File: src/rtl/booth_pp_accumulator_pkg.sv
// Shared definitions for the Booth partial-product accumulator.
//
// Holds the default operand/slot/accumulator/counter sizes, the product-width
// derivation and the accumulator FSM state encodings.
package booth_pp_accumulator_pkg;

    localparam int unsigned DEF_WIDTH_DATA   = 8;
    localparam int unsigned DEF_NUM_PP_SLOTS = 8;
    localparam int unsigned DEF_PW           = 2 * DEF_WIDTH_DATA;
    localparam int unsigned DEF_ACC_WIDTH    = DEF_PW + 8;
    localparam int unsigned DEF_CNT_WIDTH    = 16;

    // Accumulator FSM encodings
    localparam logic [1:0] StIdle  = 2'd0;
    localparam logic [1:0] StAccum = 2'd1;
    localparam logic [1:0] StHold  = 2'd2;

    // Product width for a given operand width
    function automatic int unsigned pw_of(input int unsigned width_data);
        return 2 * width_data;
    endfunction

endpackage

File: src/rtl/booth_pp_accumulator_pp_adder_tree.sv
// pp_adder_tree: reduces the Booth partial products to a single signed product.
//
// A capture register takes the bus (unused slots forced to zero), then stage S1
// registers the pairwise slot sums and stage S2 registers their total. All
// arithmetic wraps modulo 2^PW. Every register loads only while en=1.
//
// Ports:
//   clk        rising-edge clock
//   rst        synchronous active-high reset (clears all valids and data)
//   en         pipeline advance
//   in_pp      packed partial products, slot i = in_pp[i*PW +: PW]
//   in_valid   in_pp/in_last valid
//   in_last    beat closes the current window
//   out_prod   signed product (PW bits)
//   out_valid  out_prod valid
//   out_last   last flag travelling with out_prod
module pp_adder_tree
    import booth_pp_accumulator_pkg::*;
#(
    parameter int unsigned WIDTH_DATA   = DEF_WIDTH_DATA,
    parameter int unsigned NUM_PP_SLOTS = DEF_NUM_PP_SLOTS
) (
    input  logic                                  clk,
    input  logic                                  rst,
    input  logic                                  en,
    input  logic [2*WIDTH_DATA*NUM_PP_SLOTS-1:0]  in_pp,
    input  logic                                  in_valid,
    input  logic                                  in_last,
    output logic [2*WIDTH_DATA-1:0]               out_prod,
    output logic                                  out_valid,
    output logic                                  out_last
);

    localparam int unsigned PW       = pw_of(WIDTH_DATA);
    localparam int unsigned BusW     = PW * NUM_PP_SLOTS;
    // Radix-4 Booth yields WIDTH_DATA/2 partial products; the rest are ignored
    localparam int unsigned NumUsed  = (WIDTH_DATA / 2 < NUM_PP_SLOTS) ?
                                       WIDTH_DATA / 2 : NUM_PP_SLOTS;
    localparam int unsigned NumPairs = NUM_PP_SLOTS / 2;

    logic [BusW-1:0] pp_masked;
    logic [BusW-1:0] cap_pp_q;
    logic            cap_valid_q;
    logic            cap_last_q;

    logic [PW-1:0]   s1_d [NumPairs];
    logic [PW-1:0]   s1_q [NumPairs];
    logic            s1_valid_q;
    logic            s1_last_q;

    logic [PW-1:0]   prod_d;
    logic [PW-1:0]   prod_q;
    logic            prod_valid_q;
    logic            prod_last_q;

    always_comb begin
        pp_masked = '0;
        for (int unsigned i = 0; i < NumUsed; i++) begin
            pp_masked[i*PW +: PW] = in_pp[i*PW +: PW];
        end
    end

    always_comb begin
        for (int unsigned k = 0; k < NumPairs; k++) begin
            s1_d[k] = cap_pp_q[(2*k)*PW +: PW] + cap_pp_q[(2*k+1)*PW +: PW];
        end
    end

    always_comb begin
        prod_d = '0;
        for (int unsigned k = 0; k < NumPairs; k++) begin
            prod_d = prod_d + s1_q[k];
        end
    end

    always_ff @(posedge clk) begin
        if (rst) begin
            cap_pp_q     <= '0;
            cap_valid_q  <= 1'b0;
            cap_last_q   <= 1'b0;
            s1_q         <= '{default: '0};
            s1_valid_q   <= 1'b0;
            s1_last_q    <= 1'b0;
            prod_q       <= '0;
            prod_valid_q <= 1'b0;
            prod_last_q  <= 1'b0;
        end else if (en) begin
            cap_pp_q     <= pp_masked;
            cap_valid_q  <= in_valid;
            // last only has meaning on a valid beat
            cap_last_q   <= in_valid & in_last;
            s1_q         <= s1_d;
            s1_valid_q   <= cap_valid_q;
            s1_last_q    <= cap_last_q;
            prod_q       <= prod_d;
            prod_valid_q <= s1_valid_q;
            prod_last_q  <= s1_last_q;
        end
    end

    assign out_prod  = prod_q;
    assign out_valid = prod_valid_q;
    assign out_last  = prod_last_q;

endmodule

File: src/rtl/booth_pp_accumulator.sv
// booth_pp_accumulator: reduces Booth partial products to a signed product and
// accumulates products over a kernel window delimited by in_last, emitting one
// signed sum (and beat count) per window over a valid/ready handshake.
//
// Optional feature macro: ACC_SAT_EN. When defined the accumulator saturates to
// the signed ACC_WIDTH range, stays clamped until the window closes, and the
// extra output out_sat flags a window in which any add clipped. Otherwise the
// accumulator wraps and out_sat does not exist.
//
// Ports:
//   clk        rising-edge clock
//   rst        synchronous active-high reset
//   in_pp      packed partial products (PW*NUM_PP_SLOTS)
//   in_valid   in_pp/in_last valid
//   in_last    beat closes the current window
//   in_ready   a beat is accepted this cycle when in_valid & in_ready
//   out_data   signed window sum (ACC_WIDTH)
//   out_beats  beats in the reported window (CNT_WIDTH, saturating)
//   out_valid  out_data/out_beats valid
//   out_ready  downstream accepts the result
//   out_sat    (ACC_SAT_EN only) window sum was clipped
module booth_pp_accumulator
    import booth_pp_accumulator_pkg::*;
#(
    parameter int unsigned WIDTH_DATA   = DEF_WIDTH_DATA,
    parameter int unsigned NUM_PP_SLOTS = DEF_NUM_PP_SLOTS,
    parameter int unsigned ACC_WIDTH    = 2 * WIDTH_DATA + 8,
    parameter int unsigned CNT_WIDTH    = DEF_CNT_WIDTH
) (
    input  logic                                  clk,
    input  logic                                  rst,
    input  logic [2*WIDTH_DATA*NUM_PP_SLOTS-1:0]  in_pp,
    input  logic                                  in_valid,
    input  logic                                  in_last,
    output logic                                  in_ready,
    output logic [ACC_WIDTH-1:0]                  out_data,
    output logic [CNT_WIDTH-1:0]                  out_beats,
    output logic                                  out_valid,
    input  logic                                  out_ready
`ifdef ACC_SAT_EN
    ,
    output logic                                  out_sat
`endif
);

    localparam int unsigned PW     = pw_of(WIDTH_DATA);
    localparam int unsigned AccMsb = ACC_WIDTH - 1;

    logic                 adv;
    logic [PW-1:0]        prod;
    logic                 prod_valid;
    logic                 prod_last;
    logic [ACC_WIDTH-1:0] p_ext;
    logic [ACC_WIDTH-1:0] sum;

    logic [1:0]           state_q, state_d;
    logic [ACC_WIDTH-1:0] acc_q, acc_d;
    logic [CNT_WIDTH-1:0] cnt_q, cnt_d;
    logic                 out_valid_q, out_valid_d;
    logic [ACC_WIDTH-1:0] out_data_q, out_data_d;
    logic [CNT_WIDTH-1:0] out_beats_q, out_beats_d;

`ifdef ACC_SAT_EN
    localparam logic [ACC_WIDTH-1:0] AccMax = {1'b0, {(ACC_WIDTH-1){1'b1}}};
    localparam logic [ACC_WIDTH-1:0] AccMin = {1'b1, {(ACC_WIDTH-1){1'b0}}};

    logic ovf;
    logic win_sat_q, win_sat_d;
    logic out_sat_q, out_sat_d;
`endif

    // Whole pipeline freezes while a result is held unaccepted
    assign adv      = ~(out_valid_q & ~out_ready);
    assign in_ready = adv;

    pp_adder_tree #(
        .WIDTH_DATA   (WIDTH_DATA),
        .NUM_PP_SLOTS (NUM_PP_SLOTS)
    ) u_pp_adder_tree (
        .clk       (clk),
        .rst       (rst),
        .en        (adv),
        .in_pp     (in_pp),
        .in_valid  (in_valid),
        .in_last   (in_last),
        .out_prod  (prod),
        .out_valid (prod_valid),
        .out_last  (prod_last)
    );

    assign p_ext = {{(ACC_WIDTH-PW){prod[PW-1]}}, prod};
    assign sum   = acc_q + p_ext;

    always_comb begin
        state_d     = state_q;
        acc_d       = acc_q;
        cnt_d       = cnt_q;
        out_valid_d = out_valid_q;
        out_data_d  = out_data_q;
        out_beats_d = out_beats_q;
`ifdef ACC_SAT_EN
        win_sat_d   = win_sat_q;
        out_sat_d   = out_sat_q;
        // Signed overflow: operands agree in sign, result does not
        ovf         = (acc_q[AccMsb] == p_ext[AccMsb]) && (sum[AccMsb] != acc_q[AccMsb]);
`endif

        if (adv) begin
            // adv in HOLD means the held result is being taken this cycle
            if (state_q == StHold) begin
                out_valid_d = 1'b0;
                state_d     = StIdle;
            end

            if (prod_valid) begin
                if (state_q == StAccum) begin
`ifdef ACC_SAT_EN
                    if (win_sat_q) begin
                        acc_d = acc_q;
                    end else if (ovf) begin
                        acc_d     = acc_q[AccMsb] ? AccMin : AccMax;
                        win_sat_d = 1'b1;
                    end else begin
                        acc_d = sum;
                    end
`else
                    acc_d = sum;
`endif
                    cnt_d = (cnt_q == '1) ? cnt_q : cnt_q + CNT_WIDTH'(1);
                end else begin
                    // IDLE, or HOLD handing over straight into a new window
                    acc_d = p_ext;
                    cnt_d = CNT_WIDTH'(1);
`ifdef ACC_SAT_EN
                    win_sat_d = 1'b0;
`endif
                end

                if (prod_last) begin
                    state_d     = StHold;
                    out_valid_d = 1'b1;
                    out_data_d  = acc_d;
                    out_beats_d = cnt_d;
`ifdef ACC_SAT_EN
                    out_sat_d   = win_sat_d;
`endif
                end else begin
                    state_d = StAccum;
                end
            end
        end
    end

    always_ff @(posedge clk) begin
        if (rst) begin
            state_q     <= StIdle;
            acc_q       <= '0;
            cnt_q       <= '0;
            out_valid_q <= 1'b0;
            out_data_q  <= '0;
            out_beats_q <= '0;
`ifdef ACC_SAT_EN
            win_sat_q   <= 1'b0;
            out_sat_q   <= 1'b0;
`endif
        end else begin
            state_q     <= state_d;
            acc_q       <= acc_d;
            cnt_q       <= cnt_d;
            out_valid_q <= out_valid_d;
            out_data_q  <= out_data_d;
            out_beats_q <= out_beats_d;
`ifdef ACC_SAT_EN
            win_sat_q   <= win_sat_d;
            out_sat_q   <= out_sat_d;
`endif
        end
    end

    assign out_valid = out_valid_q;
    assign out_data  = out_data_q;
    assign out_beats = out_beats_q;
`ifdef ACC_SAT_EN
    assign out_sat   = out_sat_q;
`endif

endmodule

File: config.mk
export PLATFORM = sky130hd
export DESIGN_NAME = booth_pp_accumulator
export DESIGN_NICKNAME = d
export VERILOG_FILES = /design/src/rtl/booth_pp_accumulator_pkg.sv /design/src/rtl/booth_pp_accumulator_pp_adder_tree.sv /design/src/rtl/booth_pp_accumulator.sv
export SDC_FILE = /design/constraint.sdc
export NUM_CORES = 1
export LEC_CHECK = 0
export BUFFER_PORTS_ARGS = -buffer_cell sky130_fd_sc_hd__buf_4
export CAP_MARGIN = 10
export CORE_MARGIN = 1
export CORE_UTILIZATION = 23
export CTS_CLUSTER_DIAMETER = 60
export CTS_CLUSTER_SIZE = 24
export DETAILED_ROUTE_END_ITERATION = 6
export GPL_TIMING_DRIVEN = 0
export PLACE_DENSITY = 0.35
export SYNTH_ARGS = -nofsm -noshare
export SYNTH_HDL_FRONTEND = slang
export SYNTH_HIERARCHICAL = 1
export SYNTH_SLANG_ARGS = --single-unit
File: constraint.sdc
create_clock -name clk -period 3.3 [get_ports clk]
set_clock_uncertainty 0.05 [all_clocks]
set_input_delay 0.66 -clock clk [delete_from_list [all_inputs] [get_ports clk]]
set_output_delay 0.66 -clock clk [all_outputs]
set_load 0.02 [all_outputs]
==> key figures, run 1 <==
Synthesis
  • Largest family of logic cells by synthesized area: compound AO/OA/AOI/OAI gates
  • EDFF count, synth: 0
  • Simple-gate area share of the yosys netlist: between 10% and 20%
  • Yosys cell types: 79
  • Largest cells by area after synthesis: dfxtp_1 (37%), mux2i_1 (8.5%), ha_1 (7.8%), nor2_1 (6.1%), a21oi_1 (4.1%)
  • Mapped Cells: between 1000 and 1500
  • Syn Nets: 1493
  • Mux share of post-synthesis cell area: 8.64%
  • Ys Warns: 6
  • Synth top area share: a little over a third
  • Synth top cells by count: dfxtp_1 (201), nor2_1 (179), nand2_1 (105), mux2i_1 (94), a21oi_1 (91)
  • Post-synth ARST share: 0%
  • XOR/XNOR Fraction of Synth Area: 3.90%
  • Cell taking the most area after synthesis: dfxtp_1
  • Register bit total from synthesis: 201
  • Complex-gate fraction of the synthesized area: 21.5%
  • Most common cell in the netlist: dfxtp_1
  • Most used DFF post-synth: dfxtp_1
  • Adder-cell share of the synthesized area: around 8.6%
  • Synthesized area per cell: 8.56 um^2
  • Seq/Total Area, Yosys: between 30% and 40%
  • Synth Cell Area: 11000 um^2

Clock tree
  • TritonCTS Buffers: 29
  • CTS tree: done
  • H-tree Lvls: 1
  • Worst-path clk slew: around 60 ps
  • Post-CTS Hold Buffers: 0
  • Insertion delay to the later sink of the worst-skew pair: 560 ps
  • Root Driver: clkbuf_16
  • Clock tree sinks: roughly 200
  • Bufs on Longest Clock Path: 3

Global routing
  • Largest net degree at the start of global routing: 14
  • Initial antenna violation count: 1
  • Vias in the first global route: slightly below 10000
  • Gr ovfl total: 0
  • GRT Util Overall: approximately 15%
  • First-pass GRT wire length: between 50000 and 60000 um

Critical path
  • Critical Path Source: u_pp_adder_tree/out_prod[0]
  • Setup crit end kind: register
  • FF-to-FF Start: u_pp_adder_tree/out_prod[0]
  • Critical Path AT: between 3000 and 4000 ps
  • CP max stage delay: 460 ps
  • Worst-path cell chain: ha_1, inv_1, fa_1, nand2b_1, a21oi_2, o21ai_2, a311oi_4, a31oi_4, o41ai_4, xnor2_2, a2111oi_2
  • Startpoint Class: register
  • CP Class: reg -> reg
  • Slowest-stage cell, CP: a311oi_4
  • R2R Path End: acc_q[22]
  • Critical Path RT: around 3700 ps
  • Worst R2R Setup Slack: about 180 ps
  • R2r worst-path depth: 11
  • CP endpoint: acc_q[22]
  • Worst-path fanout max: 4

Floorplanning
  • Ports: roughly 180
  • Die area: about 49000 um^2
  • Starting Density: roughly a quarter
  • CORE AREA: roughly 47000 um^2
  • Chip Height: about 220 um
  • Num rows: approximately 80
  • Die width: 221 um

Routing
  • Total Wirelength: between 30000 and 40000 um
  • WL per Instance: around 18 um
  • Vias per inst: approximately 4.7
  • Drt pass-1 iters: 7
  • DRT iter0 DRCs: around 530
  • ANT nets after route: 0
  • Via count: roughly 9800
  • DR DRC count: 7

Job
  • Max Cap Viol: 0

STA
  • Final hold vios: 0
  • Worst slew margin: between 30% and 40%
  • Minimum hold slack: about 280 ps
  • Fin crit share: 94.7%
  • Final Critical Period: 3120 ps
  • Fmax: roughly 320 MHz
  • RSZ-0062 raised after global routing: true
  • Final Setup Violations: 0
  • Pins Over Slew Limit: 0
  • Tightest Pin Transition: approximately 940 ps

Placed design
  • Port-buffer cells: 110
  • Placed Cells: around 2000
  • DP HPWL: ~28000 um
  • GPL Wtd Cong: 0.836

Finish
  • P&R area growth vs syn: 23.7%
  • Layout cell share with drive strength beyond 1: between 10 and 15%
  • Ant diodes: 0
  • Final-stage net count: between 1500 and 2000
  • Finished Core Util: between 20% and 30%
  • Fin cells: a little over 2000
  • Fill cells: 5073

Run status
  • Failing checks: DRC
  • Status: complete, but fails checks

Worst hold path
  • HP Class: in -> reg

Pwr
  • Pleak: slightly above 6 nW
  • Pwr Density: 497 nW/um^2
  • VDD IR max: around 0.00035 V
-- area by class of cell --
type	instances	area (um^2)	share of cell area, %
Timing Repair Buffer	113	848	6.22
Multi-Input combinational cell	988	6630	48.6
Tap cell	607	759	5.57
Buffer	70	282	2.07
Inverter	28	105	0.771
Clock inverter	20	201	1.48
Clock buffer	33	781	5.73
Sequential cell	201	4030	29.5
-- repair_timing --
action	4_1_cts	5_1_grt
endpoints found under the hold margin	0	0
buffers inserted	0	3
resized for setup	0	6
setup endpoints to repair	0	5
-- registers in the layout, indices dropped and copies added, names as in the netlist, 2 cells and up --
signal and flops:
u_pp_adder_tree/cap_pp_q 64, out_data 24, acc_q 24, u_pp_adder_tree/out_prod 16, out_beats 16, state_q 2, cnt_q 16, u_pp_adder_tree/s1_q 32
-- worst max-delay path, delay by kind of cell (launching register included) --
kind,cells,cell delay (ps)
fa+ha+maj,2,600
flops,1,370
simple gates,1,210
buf+inv,1,70
xor+xnor,1,130
compound gates,6,1590
-- cell usage in the layout (no fill, tap or decap), drive strengths merged, types with 31 or more instances in the layout --
| cell type | netlist | layout |
|---|---|---|
| dfxtp | 201 | 201 |
| nor2 | 179 | 179 |
| buf | 19 | 132 |
| nand2 | 105 | 105 |
| a21oi | 95 | 95 |
| mux2i | 94 | 94 |
| clkbuf | 51 | 84 |
| o21ai | 74 | 74 |
| ha | 69 | 69 |
| a21o | 37 | 37 |
| nand3 | 36 | 36 |
| inv | 28 | 36 |
| xnor2 | 31 | 31 |
-- cell families after synthesis --
kind of cell / count (synthesis)
flip-flops: 201
XOR/XNOR: 49
AND/OR/NAND/NOR: 425
buffers and inverters: 98
adder cells (fa/ha/maj): 73
multiplexers: 95
AO/OA/AOI/OAI: 346
-- worst min path at each step --
stage                                              end           from  slack, ps  depth (start not counted)
after floorplan                              acc_q[10]      acc_q[10]        390                          2
after global placement                   out_beats[10]  out_beats[10]        390                          2
after detailed placement                  out_beats[0]   out_beats[0]        390                          2
after CTS                 u_pp_adder_tree/cap_pp_q[23]      in_pp[23]        240                          3
after global routing       u_pp_adder_tree/cap_pp_q[9]       in_pp[9]        260                          3
final                     u_pp_adder_tree/cap_pp_q[23]      in_pp[23]        280                          3
-- metal layers --
layer,GRT usage [%],vias up,part of all wire [%]
met2,25.4,199,47
met3,2.28,38,4.0
li1,-,4966,-
met5,0,-,0
met1,20.0,4568,47
met4,4.06,0,2.1
-- through the flow --
| step | setup slack (ps) | total power [mW] | area (um^2) | setup TNS [ps] |
|---|---|---|---|---|
| 6_report | 176 | 6.77 | 13600 | 0 |
| 4_1_cts | 18.2 | 6.90 | 13600 | 0 |
| 3_5_place_dp | -176 | 3.64 | 12600 | -5510 |
| 5_1_grt | -39.3 | 7.14 | 13600 | -76.5 |
| 3_3_place_gp | -179 | 3.64 | 12600 | -5640 |
| 2_1_floorplan | 663 | 3.31 | 11000 | 0 |
-- report_power, final --
group	switching [mW]	internal, mW	leakage, nW
logic	0.554	0.379	4.09
clock network	1.30	1.88	0.481
registers	0.106	2.55	1.65
Note: power is estimated with default switching activity, not from simulation.
==> inputs of run 2 (changes only) <==
--- a/config.mk
+++ b/config.mk
@@ -9,10 +9,10 @@
 export CAP_MARGIN = 10
 export CORE_MARGIN = 1
-export CORE_UTILIZATION = 23
+export CORE_UTILIZATION = 53
 export CTS_CLUSTER_DIAMETER = 60
 export CTS_CLUSTER_SIZE = 24
 export DETAILED_ROUTE_END_ITERATION = 6
 export GPL_TIMING_DRIVEN = 0
-export PLACE_DENSITY = 0.35
+export PLACE_DENSITY = 0.71
 export SYNTH_ARGS = -nofsm -noshare
 export SYNTH_HDL_FRONTEND = slang
==> constraint.sdc (replaced) <==
create_clock -name clk -period 3.3 [get_ports clk]
set_clock_uncertainty 0.05 [all_clocks]
set_input_delay 0.33 -clock clk [delete_from_list [all_inputs] [get_ports clk]]
set_output_delay 0.33 -clock clk [all_outputs]
set_load 0.02 [all_outputs]
==> key figures, run 2 (synthesized netlist as in run 1, its figures left out) <==
Finish
  • Most frequent cells in the layout: dfxtp_1 (201), nor2_1 (179), buf_4 (110)
  • Reg with most FFs: u_pp_adder_tree/cap_pp_q
  • Final Cell Area: 12800 um^2 (-6.2%)
  • Final-stage net count: 1622 (-0.92%)
  • Ant diodes: 0 (unchanged)
  • Top flop regs: u_pp_adder_tree/cap_pp_q x64, u_pp_adder_tree/s1_q x32
  • P&R area growth vs syn: 16.0%
  • Max reg flops: 64 (unchanged)
  • Layout cell share with drive strength beyond 1: 11.9% (-2.0 points)
  • Most common cell after layout, fill and taps aside: dfxtp_1

STA
  • Pins Over Slew Limit: 0 (unchanged)
  • Final Setup Violations: 0 (unchanged)
  • Tightest Pin Transition: 916 ps (-23.0 ps)
  • Fmax: 327 MHz (+2.1%)
  • Total Negative Setup Slacks: 0 ps (unchanged)
  • Fin crit share: 92.7% (-2.0 points)
  • Final hold vios: 0 (unchanged)
  • Worst slew margin: 39.0% (+1.5 points)
  • RSZ-0062 raised after global routing: false
  • Final Critical Period: 3060 ps (-64.7 ps)

Critical path
  • Worst-path fanout max: 4 (unchanged)
  • Setup crit end kind: register
  • Critical Path AT: 3400 ps (-130 ps)
  • Startpoint Class: register
  • Critical Path RT: 3640 ps (-70 ps)
  • CP Class: reg -> reg

Routing
  • Drt pass-1 iters: 5 (-2)
  • Total Wirelength: 28800 um (-22%)
  • DR DRC count: 0 (-7)
  • ANT nets after route: 0 (unchanged)
  • DRT iter0 DRCs: 492 (-6.8%)
  • Via count: 9819 (+0.49%)
  • Vias per inst: 5.79 (+22%)
  • WL per Instance: 17.0 um (-5.7%)

Global routing
  • Gr ovfl total: 0 (unchanged)
  • Vias in the first global route: 9227 (-4.1%)
  • First-pass GRT wire length: 46800 um (-19%)
  • Largest net degree at the start of global routing: 22 (+8)
  • Initial antenna violation count: 0 (-1)
  • GRT Util Overall: 26.8% (+12 points)

Floorplanning
  • Starting Density: 54.3% (+31 points)
  • Chip Height: 146 um (-34%)
  • CORE AREA: 20300 um^2 (-57%)
  • Die area: 21400 um^2 (-56%)
  • Num rows: 52 (-34%)
  • Ports: 175 (unchanged)
  • Die width: 146 um (-34%)

Clock tree
  • Worst-path clk slew: 80 ps (+20 ps)
  • CTS tree: done
  • TritonCTS Buffers: 17 (-41%)
  • Insertion delay to the later sink of the worst-skew pair: 500 ps (-60 ps)
  • Root Driver: clkbuf_16
  • Post-CTS Hold Buffers: 0 (unchanged)
  • Bufs on Longest Clock Path: 3 (unchanged)
  • H-tree Lvls: 1 (unchanged)
  • Clock tree sinks: 201 (unchanged)
  • Setup Fix Bufs, Post-CTS: 0 (unchanged)
  • Post-cts resize count: 0 (unchanged)

Pwr
  • Pleak: 5.98 nW (-3.9%)
  • Pwr Density: 448 nW/um^2 (-9.7%)
  • Logic gate share of total power: 15.6% (+1.8 points)
  • Sw frac: 28.4% (-0.51 points)
  • Switching pwr: 1.63 mW (-17%)
  • Clock power frac: 38.2% (-8.8 points)
  • Flop pwr share: 46.2% (+7.0 points)
  • Internal power: 4.10 mW (-15%)
  • VDD IR max: 0.000466 V (+34%)

Worst hold path
  • HP Class: in -> reg

Placed design
  • GPL Wtd Cong: 0.928 (+11%)
  • Placed instance area: 12200 um^2 (-3.3%)
  • DP HPWL: 21500 um (-23%)
  • Port-buffer cells: 110 (unchanged)

Job
  • Max Cap Viol: 0 (unchanged)

Run status
  • Status: finished, final reports clean
-- run 2: cell type report --
cell class              instances  area (um^2)
well taps                     270          338
multi-input cells             988         6610
plain buffers                  70          282
clock buffers                  20          447
inverters                      28          105
fillers                      1831         7520
clock inverters                 9          153
flip-flops and latches        201         4020
repair buffers                110          826
-- run 2: final timing paths --
path	from	end	slack, ps	cells after the start
setup / recovery	u_pp_adder_tree/out_prod[0]	acc_q[22]	240	11
hold / removal	in_pp[0]	u_pp_adder_tree/cap_pp_q[0]	20	3
setup reg to reg	u_pp_adder_tree/out_prod[0]	acc_q[22]	240	11
hold reg to reg	out_beats[10]	out_beats[10]	390	2
-- run 2: power groups by stage --
stage / registers, mW / logic (mW) / clock network [mW]
finish: 2.65 / 0.895 / 2.19
global route: 2.66 / 0.998 / 2.34
detailed placement: 2.70 / 0.881 / 0
floorplan: 2.66 / 0.644 / 0
global placement: 2.70 / 0.865 / 0
CTS: 2.64 / 0.889 / 2.23
-- run 2: per-layer routing --
layer / routed length (um) / global-route usage, %
met3: 1450 / 3.31
met1: 12800 / 34.2
met4: 1070 / 11.0
met2: 13500 / 45.9
met5: 0 / 0
-- run 2: worst max-delay path: stages, from the launching register on --
cell and delay (ps):
dfxtp_1 390, ha_1 220, inv_1 70, fa_1 390, nand2b_1 200, a21oi_2 190
o21ai_2 110, a311oi_4 390, a31oi_4 180, o41ai_2 260, xnor2_1 160, a2111oi_2 350
-- run 2: metrics by stage --
stage	power [mW]	setup WS (ps)	hold slack, ps	cells	util, %
6_report	5.73	241	16.6	1696	63.0
2_1_floorplan	3.31	663	390	1287	-
5_1_grt	5.99	105	6.12	1696	63.0
3_5_place_dp	3.58	254	386	1667	60.0
3_3_place_gp	3.56	331	380	1667	60.0
4_1_cts	5.76	257	6.77	1696	63.0
==> inputs of run 3 (changes only) <==
Clock period 3.3 ns to 3.1 ns, I/O delays scaled along.
==> key figures, run 3 (synthesized netlist as in run 1, its figures left out) <==
Worst hold path
  • HP Start: in_pp[19]
  • HP Class: in -> reg

Clock tree
  • Clock tree sinks: 201 (unchanged)
  • CTS tree: done
  • Root Driver: clkbuf_16
  • Worst-path clk slew: 80 ps (about the same)
  • TritonCTS Buffers: 17 (unchanged)
  • H-tree Lvls: 1 (unchanged)
  • Insertion delay to the later sink of the worst-skew pair: 500 ps (about the same)
  • Bufs on Longest Clock Path: 3 (unchanged)

Floorplanning
  • CORE AREA: 20300 um^2 (unchanged)
  • Num rows: 52 (unchanged)
  • Die area: 21400 um^2 (unchanged)
  • Starting Density: 54.3% (unchanged)
  • Die width: 146 um (unchanged)
  • Ports: 175 (unchanged)
  • Chip Height: 146 um (unchanged)

Global routing
  • Vias in the first global route: 9379 (+1.6%)
  • First-pass GRT wire length: 47500 um (+1.5%)
  • Largest net degree at the start of global routing: 22 (unchanged)
  • GRT Util Overall: 27.3% (+0.43 points)
  • Initial antenna violation count: 0 (unchanged)
  • Gr ovfl total: 0 (unchanged)

Finish
  • Most common cell after layout, fill and taps aside: dfxtp_1
  • Fill cells: 1762 (-3.8%)
  • Ant diodes: 0 (unchanged)
  • P&R area growth vs syn: 19.5%
  • Layout cell share with drive strength beyond 1: 12.4% (+0.52 points)
  • Finished Core Util: 64.9% (+1.9 points)
  • Max reg flops: 64 (unchanged)
  • Top flop regs: u_pp_adder_tree/cap_pp_q x64, u_pp_adder_tree/s1_q x32
  • Final-stage net count: 1659 (+2.3%)
  • Most frequent cells in the layout: dfxtp_1 (198), nor2_1 (179), buf_4 (116)
  • Reg with most FFs: u_pp_adder_tree/cap_pp_q

Routing
  • Via count: 9987 (+1.7%)
  • Total Wirelength: 29500 um (+2.4%)
  • Drt pass-1 iters: 5 (unchanged)
  • ANT nets after route: 0 (unchanged)
  • Vias per inst: 5.76 (-0.46%)
  • DR DRC count: 0 (unchanged)
  • WL per Instance: 17.0 um (+0.25%)
  • DRT iter0 DRCs: 588 (+20%)

Critical path
  • CP endpoint: out_data[22]
  • Worst-path fanout max: 4 (unchanged)
  • Setup crit end kind: register
  • Critical Path RT: 3410 ps (-230 ps)
  • Critical Path Source: u_pp_adder_tree/out_prod[1]
  • R2R Path End: out_data[22]
  • FF-to-FF Start: u_pp_adder_tree/out_prod[1]
  • Critical Path AT: 3330 ps (-70 ps)
  • CP Class: reg -> reg
  • Startpoint Class: register
  • R2r worst-path depth: 11 (unchanged)
  • Worst R2R Setup Slack: 80 ps (-160 ps)

STA
  • Final hold vios: 0 (unchanged)
  • Minimum hold slack: 5.36 ps (-11.2 ps)
  • Pins Over Slew Limit: 0 (unchanged)
  • Worst slew margin: 38.5% (-0.48 points)
  • Final worst-path setup slack: 83.1 ps (-158 ps)
  • Fmax: 331 MHz (+1.4%)
  • Final Setup Violations: 0 (unchanged)
  • Total Negative Setup Slacks: 0 ps (unchanged)
  • Tightest Pin Transition: 923 ps (+7.21 ps)
  • Final Critical Period: 3020 ps (-41.9 ps)
  • Fin crit share: 97.3% (+4.6 points)

Pwr
  • VDD IR max: 0.000496 V (+6.4%)
  • Pwr Density: 467 nW/um^2 (+4.1%)
  • Pleak: 6.15 nW (+2.8%)

Run status
  • Status: finished, final reports clean

Placed design
  • GPL Wtd Cong: 0.928 (unchanged)
  • DP HPWL: 21500 um (unchanged)
  • Post-Place Worst Slack: 54.0 ps (-200 ps)
  • Port-buffer cells: 110 (unchanged)

Job
  • Max Cap Viol: 0 (unchanged)
run 3: changes by cell type in the layout (fill, tap and decap cells not counted), sizes merged:
cell         previous run  this run
buf                   129       135
dlygate4sd3             0        31
run 3: worst max-delay path, cell delays in order, from the launching register on:
cell	delay [ps]
dfxtp_1	430
inv_1	100
fa_2	400
nand2b_4	170
a21oi_4	170
o21ai_2	110
a311oi_4	430
a31oi_4	180
o41ai_2	390
xnor2_1	220
buf_4	170
o21ai_0	60
run 3: metal layers:
metal | GRT usage, % | vias to the layer above | routed length, um
met4 | 11.0 | 0 | 1070
met3 | 3.28 | 64 | 1470
li1 | - | 5001 | -
met5 | 0 | - | 0
met1 | 34.3 | 4642 | 12900
met2 | 47.3 | 280 | 14100
run 3: worst min-delay path by stage:
stage	to	slack (ps)	cells past startpoint
global route	u_pp_adder_tree/cap_pp_q[20]	4	3
global placement	out_beats[10]	380	2
CTS	u_pp_adder_tree/cap_pp_q[14]	0.2	3
finish	u_pp_adder_tree/cap_pp_q[19]	5	3
detailed placement	out_beats[10]	390	2
floorplan	acc_q[10]	390	2
run 3: area by class of cell:
class                           instances  area [um^2]  area share, %
Multi-Input combinational cell        988         6640           50.4
Sequential cell                       201         4030           30.6
Timing Repair Buffer                  147         1180           8.97
Clock buffer                           20          447           3.39
Tap cell                              270          338           2.57
Buffer                                 70          282           2.14
Clock inverter                          9          153           1.16
Inverter                               28          105          0.798
run 3: repair_timing:
| item | 4_1_cts | 5_1_grt |
|---|---|---|
| endpoints found under the setup margin | 0 | 4 |
| hold endpoints to repair | 30 | 1 |
| gates resized for setup | 0 | 8 |
| hold buffers | 30 | 1 |
| setup buffers | 0 | 6 |
run 3: stage by stage:
step	cell area (um^2)	power (mW)	instances
3_3_place_gp	12200	3.79	1667
4_1_cts	13100	6.16	1726
5_1_grt	13200	6.43	1733
2_1_floorplan	11000	3.52	1287
3_5_place_dp	12200	3.81	1667
6_report	13200	6.14	1733
run 3: power breakdown:
part	internal (mW)	total, mW	leakage (nW)	switching [mW]
registers	2.71	2.82	1.65	0.108
logic	0.429	0.994	4.21	0.565
clock network	1.26	2.33	0.286	1.07
